==> src/rtl/i2s_audio_rx.sv <==
// I2S receiver: oversamples BCLK/LRCK/SDATA in the system clock, deserializes
// stereo samples, and reports audio activity, framing errors and loss of lock.
module i2s_audio_rx #(
    parameter int SAMPLE_WIDTH    = 24,
    parameter int SLOT_WIDTH      = 32,
    parameter int ACTIVITY_THRESH = 4096,
    parameter int SILENCE_SAMPLES = 96000,
    parameter int BCLK_TIMEOUT    = 255
) (
    input  logic                    clk,
    input  logic                    reset,
    input  logic                    i2s_bclk,
    input  logic                    i2s_lrck,
    input  logic                    i2s_sdata,
    output logic [SAMPLE_WIDTH-1:0] l_audio_data,
    output logic [SAMPLE_WIDTH-1:0] r_audio_data,
    output logic [7:0]              l_audio_signal,
    output logic [7:0]              r_audio_signal,
    output logic                    l_data_en,
    output logic                    r_data_en,
    output logic                    audio_enable,
    output logic                    frame_error
);

    localparam int TW = $clog2(BCLK_TIMEOUT + 1);
    localparam int QW = $clog2(SILENCE_SAMPLES + 1);
    localparam logic [TW-1:0]           TIMEOUT    = TW'(BCLK_TIMEOUT);
    localparam logic [QW-1:0]           SILENCE    = QW'(SILENCE_SAMPLES);
    localparam logic [QW-1:0]           SILENCE_M1 = QW'(SILENCE_SAMPLES - 1);
    localparam logic [SAMPLE_WIDTH-1:0] THRESH     = SAMPLE_WIDTH'(ACTIVITY_THRESH);

    typedef enum logic {ACQUIRE, RUN} state_t;

    state_t                  state, state_next;
    logic [1:0]              bclk_sync, lrck_sync, sdata_sync;
    logic                    bclk_prev;
    logic                    bclk_rise, lrck_s, sdata_s;
    logic                    lrck_prev, channel;
    logic [5:0]              bit_cnt, bit_cnt_next;
    logic [SAMPLE_WIDTH-2:0] shreg;
    logic [TW-1:0]           to_cnt;
    logic [QW-1:0]           quiet_cnt;
    logic                    lock_lost, acquire_hit, run_rise, boundary;
    logic                    shift_en, sample_done, slot_bad, loud;
    logic [SAMPLE_WIDTH-1:0] sample_word, mag;

    assign bclk_rise = bclk_sync[1] & ~bclk_prev;
    assign lrck_s    = lrck_sync[1];
    assign sdata_s   = sdata_sync[1];
    assign lock_lost = (to_cnt == TIMEOUT);

    assign l_audio_signal = l_audio_data[SAMPLE_WIDTH-1 -: 8];
    assign r_audio_signal = r_audio_data[SAMPLE_WIDTH-1 -: 8];

    // Two-flop synchronizers for the asynchronous I2S pins plus BCLK edge history
    always_ff @(posedge clk or posedge reset) begin
        if (reset) begin
            bclk_sync  <= '0;
            lrck_sync  <= '0;
            sdata_sync <= '0;
            bclk_prev  <= 1'b0;
        end else begin
            bclk_sync  <= {bclk_sync[0], i2s_bclk};
            lrck_sync  <= {lrck_sync[0], i2s_lrck};
            sdata_sync <= {sdata_sync[0], i2s_sdata};
            bclk_prev  <= bclk_sync[1];
        end
    end

    // Next-state and per-bit decode; loss of lock overrides everything else
    always_comb begin
        state_next   = state;
        acquire_hit  = 1'b0;
        run_rise     = 1'b0;
        boundary     = 1'b0;
        bit_cnt_next = bit_cnt;
        shift_en     = 1'b0;
        sample_done  = 1'b0;
        slot_bad     = 1'b0;
        sample_word  = {shreg, sdata_s};
        if (lock_lost) begin
            state_next = ACQUIRE;
        end else if (bclk_rise) begin
            case (state)
                ACQUIRE: begin
                    if (lrck_prev && !lrck_s) begin
                        acquire_hit = 1'b1;
                        state_next  = RUN;
                    end
                end
                RUN: begin
                    run_rise = 1'b1;
                    boundary = (lrck_s != lrck_prev);
                    if (boundary) begin
                        bit_cnt_next = '0;
                        slot_bad     = ({1'b0, bit_cnt} + 7'd1) != 7'(SLOT_WIDTH);
                    end else if (bit_cnt != 6'd63) begin
                        bit_cnt_next = bit_cnt + 6'd1;
                    end
                    shift_en    = (bit_cnt_next != '0) && (bit_cnt_next <= 6'(SAMPLE_WIDTH));
                    sample_done = shift_en && (bit_cnt_next == 6'(SAMPLE_WIDTH));
                end
                default: state_next = ACQUIRE;
            endcase
        end
    end

    // FSM state register
    always_ff @(posedge clk or posedge reset) begin
        if (reset) state <= ACQUIRE;
        else       state <= state_next;
    end

    // BCLK watchdog: clears on every rise, parks at the timeout value
    always_ff @(posedge clk or posedge reset) begin
        if (reset)          to_cnt <= '0;
        else if (bclk_rise) to_cnt <= '0;
        else if (!lock_lost) to_cnt <= to_cnt + 1'b1;
    end

    // Slot tracking: previous LRCK, bit position, channel and shift register
    always_ff @(posedge clk or posedge reset) begin
        if (reset) begin
            lrck_prev <= 1'b0;
            bit_cnt   <= '0;
            channel   <= 1'b0;
            shreg     <= '0;
        end else begin
            if (bclk_rise) lrck_prev <= lrck_s;
            if (acquire_hit) begin
                bit_cnt <= '0;
                channel <= 1'b0;
            end else if (run_rise) begin
                bit_cnt <= bit_cnt_next;
                if (boundary) channel <= lrck_s;
                if (shift_en) shreg <= {shreg[SAMPLE_WIDTH-3:0], sdata_s};
            end
        end
    end

    // Sample latch with single-cycle strobes and framing error pulse
    always_ff @(posedge clk or posedge reset) begin
        if (reset) begin
            l_audio_data <= '0;
            r_audio_data <= '0;
            l_data_en    <= 1'b0;
            r_data_en    <= 1'b0;
            frame_error  <= 1'b0;
        end else begin
            l_data_en   <= sample_done && !channel;
            r_data_en   <= sample_done && channel;
            frame_error <= slot_bad;
            if (sample_done && !channel) l_audio_data <= sample_word;
            if (sample_done && channel)  r_audio_data <= sample_word;
        end
    end

    // Magnitude of the incoming sample; the most negative code maps to itself
    always_comb begin
        mag  = sample_word[SAMPLE_WIDTH-1] ? (~sample_word + SAMPLE_WIDTH'(1)) : sample_word;
        loud = (mag > THRESH);
    end

    // Activity detector: loud samples arm, a run of quiet left samples disarms
    always_ff @(posedge clk or posedge reset) begin
        if (reset) begin
            audio_enable <= 1'b0;
            quiet_cnt    <= '0;
        end else if (lock_lost) begin
            audio_enable <= 1'b0;
            quiet_cnt    <= '0;
        end else if (sample_done) begin
            if (loud) begin
                audio_enable <= 1'b1;
                quiet_cnt    <= '0;
            end else if (!channel) begin
                if (quiet_cnt != SILENCE)   quiet_cnt    <= quiet_cnt + 1'b1;
                if (quiet_cnt >= SILENCE_M1) audio_enable <= 1'b0;
            end
        end
    end

endmodule

==> config.mk <==
export PLATFORM = sky130hd
export DESIGN_NAME = i2s_audio_rx
export DESIGN_NICKNAME = d
export VERILOG_FILES = /design/src/rtl/i2s_audio_rx.sv
export SDC_FILE = /design/constraint.sdc
export NUM_CORES = 1
export LEC_CHECK = 0
export CORE_MARGIN = 2
export CORE_UTILIZATION = 40
export DETAILED_ROUTE_END_ITERATION = 16
export SYNTH_ARGS = -nofsm -noshare
export SYNTH_HDL_FRONTEND = slang
export SYNTH_SLANG_ARGS = --single-unit
==> constraint.sdc <==
create_clock -name clk -period 12.3 [get_ports clk]
set_input_delay 3.69 -clock clk [delete_from_list [all_inputs] [get_ports clk]]
set_output_delay 3.69 -clock clk [all_outputs]
set_load 0.05 [all_outputs]
# Yosys cells after proc, flatten, opt, wreduce, memory -nomap -nowiden
# Cells that the tools add are included.
[word_totals]
register_bits = 116
in_bits = 5
out_inout_bits = 68
[classes]
n_addsub = 5
magnitude_cmp = 3
eq_ne = 9
mux = 49
bitwise = 4
n_reduce_logical = 21
[op_table]
columns = ["op", "count"]
rows = [
  ["17-bit 2-to-1 mux", 5],
  ["6-bit 2-to-1 mux", 10],
  ["1-bit 2-to-1 mux", 31],
  ["24-bit by 1-bit adder with 24-bit output, second input constant", 1],
  ["24-bit by 13-bit > comparator with 1-bit output, second input constant", 1],
  ["24-bit 2-to-1 mux", 1],
  ["24-bit NOT", 1],
  ["17-bit by 1-bit adder with 17-bit output, second input constant", 1],
  ["17-bit greater-or-equal comparator, second input constant", 1],
  ["17-bit inequality test, second input constant", 1],
  ["8-bit 2-to-1 mux", 2],
  ["2-bit nonzero test", 6],
  ["3-bit AND reduction", 3],
  ["8-bit by 1-bit adder with 8-bit output, second input constant", 1],
  ["8-bit equality test, second input constant", 1],
  ["6-bit by 1-bit adder with 7-bit output, second input constant", 1],
  ["7-bit by 6-bit inequality test with 1-bit output, second input constant", 1],
  ["6-bit by 1-bit adder with 6-bit output, second input constant", 1],
  ["6-bit by 5-bit equality test with 1-bit output, second input constant", 1],
  ["6-bit by 5-bit less-or-equal comparator with 1-bit output, second input constant", 1],
  ["6-bit inequality test, second input constant", 1],
  ["3-bit nonzero test", 2],
  ["6-bit nonzero test", 1],
  ["1-bit logical AND", 5],
  ["9 further kinds", 11],
]

# Longest topological paths before layout
[depth]
depth_word = 14
ltp_mapped = 12

# Worst setup path before layout
# Ideal clock, no wire load.
[synth_path]
kind = "reg2out"
start = "register r_audio_data[16]"
end = "output port r_audio_signal[0]"
arrival_ps = 903
t_required_ps = 8610
path_slack_ps = 7707
stages_incl_launch_ff = 2
n_path_buf = 1
path_cell_list = "dfrtp_1 buf_4"
[synth_lines]
columns = ["item", "line", "source"]
rows = [
  ["start: declaration", "16", "output logic [SAMPLE_WIDTH-1:0] r_audio_data,"],
  ["start signal: assignment", "154", "if (sample_done && channel) r_audio_data <= sample_word;"],
  ["end: declaration", "18", "output logic [7:0] r_audio_signal,"],
]
# No word-level cell between the ends.

# Final worst setup path
[layout_path]
start = "register r_audio_data[16]"
end = "output port r_audio_data[16]"
# No word-level cell between the ends.

==> results.toml <==
[synthesis]
synth_area_um2 = 5810
syn_avg_cell_area_um2 = 9.98
synth-edff-count = 0
synth_seq_cells = 116
ys_seq_area_share_pct = 50.0
syn_nets = 593
async_reset_ff_share_pct = 100
ys_warn_count = 0
synthCells = 582
synthFlopType = "dfrtp_1"
synth.distinct_cells = 66

[clock_network]
cts_tree = "yes"
ctsHtreeMaxLevel = 4
ctsLongestPathBuffers = 2
clock_sinks = 116
clkTransAtPathRegs_ps = 50
numCtsBuffers = 17
ctsHoldBuffers = 0
postCtsSetupBuffers = 0
worstSkewPairLatency_ps = 410
cts-resized-gates = 0
cts-root-buf = "clkbuf_16"

[power_and_ir_drop]
power_density_nw_per_um2 = 150
max-vdd-ir-drop_mv = 0.108
leakage_nw = 3.24

[timing]
hold_violations = 0
setup_viol = 0
finalSetupTns_ps = 0
rsz0062_at_grt = "no"
fin_crit_sh_pct = 43.5
whs_ps = 347
timing.slew.headroom_pct = 21.3
tightestPinTransition_ps = 1180
fin_crit_ps = 5360
fmax_mhz = 187
drv_slew = 0
clock_skew_ps = 6.62

[setup_path]
critPathMaxStageDelay_ps = 830
path_delay_family = "buffers and inverters"
crit_arrival_ps = 1670
rr_startpoint = "shreg[7]"
cp_num_buf_inv = 1
worstSetupPathType = "flip-flop to output port"
critPathRequiredTime_ps = 8610
crit_path_end_kind = "output port"
crit_fanout = 3
reg2reg_to = "quiet_cnt[16]"
reg2reg_depth = 9
crit_path_top_delay_cell = "clkdlybuf4s50_1"
rrSetupSlack_ps = 8950
startpoint_type = "flip-flop"
path_cells = "clkdlybuf4s50_1"

[die]
core_area_um2 = 14400
die_area_um2 = 15500
die-width_um = 125
io_pins = 73
num_rows = 44
die_h_um = 125
start_util_pct = 40.4

[finish]
final_cells = 826
final_area_um2 = 7130
n_antenna_cell = 0
layout.nets = 640
drive_gt1_share_pct = 15.3
syn2layout_area_growth_pct = 22.7
final_util_pct = 49.6

[grt]
grt_use_total_pct = 17.4
grt_overflow = 0
grt_pass1_wl_um = 22000
grt_max_degree = 72
grt_pass1_vias = 4459
grt_antenna_before_repair = 0

[detailed_routing]
drc = 0
wl_um = 12900
detail-route-antenna-nets = 0
vias = 4475
dr.pass1.iters = 4
wl_per_cell_um = 15.6
drt_iter0_markers = 257
viasPerCell = 5.42

[placement]
dp_hpwl_um = 8630
numPortBuffers = 72
dpl_cell_area_um2 = 6540
place_congestion = 0.855
dp.cells = 794

[status]
status = "completed"

[job]
maxCapViolCount = 0

[worst_hold_path]
whs_path_depth = 0
hp-class = "flip-flop to flip-flop"
worstHoldEndpoint = "sdata_sync[1]"
hp-start = "sdata_sync[0]"
[power by group]
part           switching (W)  internal [W]  total [W]
registers          0.0000356      0.000401   0.000436
logic              0.0000939     0.0000637   0.000158
clock network       0.000174      0.000299   0.000472
total               0.000303      0.000763    0.00107
[placed cells by master, fill, tap and decap left out, types with 3 or more instances in the layout]
cell	netlist	layout
dfrtp_1	116	116
nand2_1	89	89
clkdlybuf4s50_1	0	72
mux2_2	42	42
nor2_1	33	33
o21ai_0	30	30
a21oi_1	20	20
nand3_1	17	17
clkbuf_16	0	17
inv_1	15	14
nor3_1	14	13
nand4_1	13	13
and3_1	12	12
xor2_1	11	11
or3_1	9	9
o31ai_1	8	8
nor4_1	6	6
or4_1	6	6
o21ai_1	6	6
ha_1	6	6
o211ai_1	5	5
nor2b_1	5	5
xnor2_1	5	5
or2_2	5	5
nand2b_1	4	4
clkbuf_8	0	4
clkinvlp_4	0	4
buf_4	16	4
nor4b_1	3	3
and2_1	3	3
nand4b_1	3	3
clkinv_2	0	3
[worst max-delay path by stage]
stage / from / endpoint / slack, ps / cells after the start
after floorplan: reset / audio_enable / 5540 / 1
after global placement: reset / l_audio_data[15] / 6780 / 3
after detailed placement: reset / r_audio_data[18] / 6750 / 3
after CTS: r_audio_data[23] / r_audio_signal[7] / 6900 / 1
after global routing: r_audio_data[23] / r_audio_signal[7] / 6870 / 1
final: r_audio_data[16] / r_audio_data[16] / 6940 / 1
[worst reg2reg max path, cell delays in order (launching register included)]
cell and delay (ps):
dfrtp_1 520, or4_1 610, or4b_4 600, nor4_4 180
o32ai_1 150, nor4_4 340, nand3_1 190, nand2_1 140
nand2_1 300, a21oi_1 240
[final cells by class]
| type | count | area, um2 |
|---|---|---|
| clock buffers | 21 | 480 |
| fillers | 1329 | 7240 |
| repair buffers | 76 | 751 |
| flip-flops and latches | 116 | 2900 |
| multi-input cells | 403 | 2600 |
| well taps | 184 | 230 |
| inverters | 15 | 58.8 |
| clock inverters | 11 | 101 |
[through the flow]
stage | power (W) | worst slack (ps)
global route | 0.00112 | 6870
floorplan | 0.000567 | 5540
finish | 0.00107 | 6940
CTS | 0.00108 | 6900
global placement | 0.000597 | 6780
detailed placement | 0.000600 | 6750
[kinds of logic (layout without fill, tap and decap cells)]
group	count (synthesis)	after routing	synth area share [%]
multiplexers	44	44	8.49
adder cells (fa/ha/maj)	6	6	1.29
buffers and inverters	63	123	5.43
AND/OR/NAND/NOR	234	234	20.9
AO/OA/AOI/OAI	103	103	11.5
XOR/XNOR	16	16	2.41
flip-flops	116	116	50.0
[sequential cells by signal, summed over array words and instances, names as in the netlist, 2 cells and up]
name / flops
r_audio_data: 24
l_audio_data: 24
shreg: 23
to_cnt: 8
quiet_cnt: 17
bit_cnt: 6
sdata_sync: 2
lrck_sync: 2
bclk_sync: 2
[Yosys cell counts (3+ instances only)]
cell / instances / area (um2)
buf_2: 3 / 15.0
dfrtp_1: 116 / 2900
or2_2: 5 / 31.3
o211ai_1: 5 / 37.5
nand4_1: 13 / 81.3
nand2b_1: 4 / 25.0
nor4_1: 6 / 37.5
inv_1: 15 / 56.3
o21ai_1: 6 / 30.0
nor3_1: 14 / 70.1
ha_1: 6 / 75.1
nor2b_1: 5 / 31.3
nand4b_1: 3 / 26.3
mux2_2: 42 / 473
nor4b_1: 3 / 26.3
o31ai_1: 8 / 60.1
nand2_1: 89 / 334
o21ai_0: 30 / 150
clkbuf_1: 26 / 97.6
nor2_1: 33 / 124
or4_1: 6 / 45.0
xor2_1: 11 / 96.3
nand3_1: 17 / 85.1
buf_4: 16 / 120
and2_1: 3 / 18.8
and3_1: 12 / 75.1
or3_1: 9 / 56.3
xnor2_1: 5 / 43.8
a21oi_1: 20 / 100
[per-layer routing]
layer	GRT usage (%)	wire length, um	vias to the layer above
li1	-	-	2149
met1	23.2	6090	2234
met2	27.9	6180	81
met3	4.73	522	11
met4	5.49	112	0
met5	0	0	-
(Power assumes the default switching activity.)
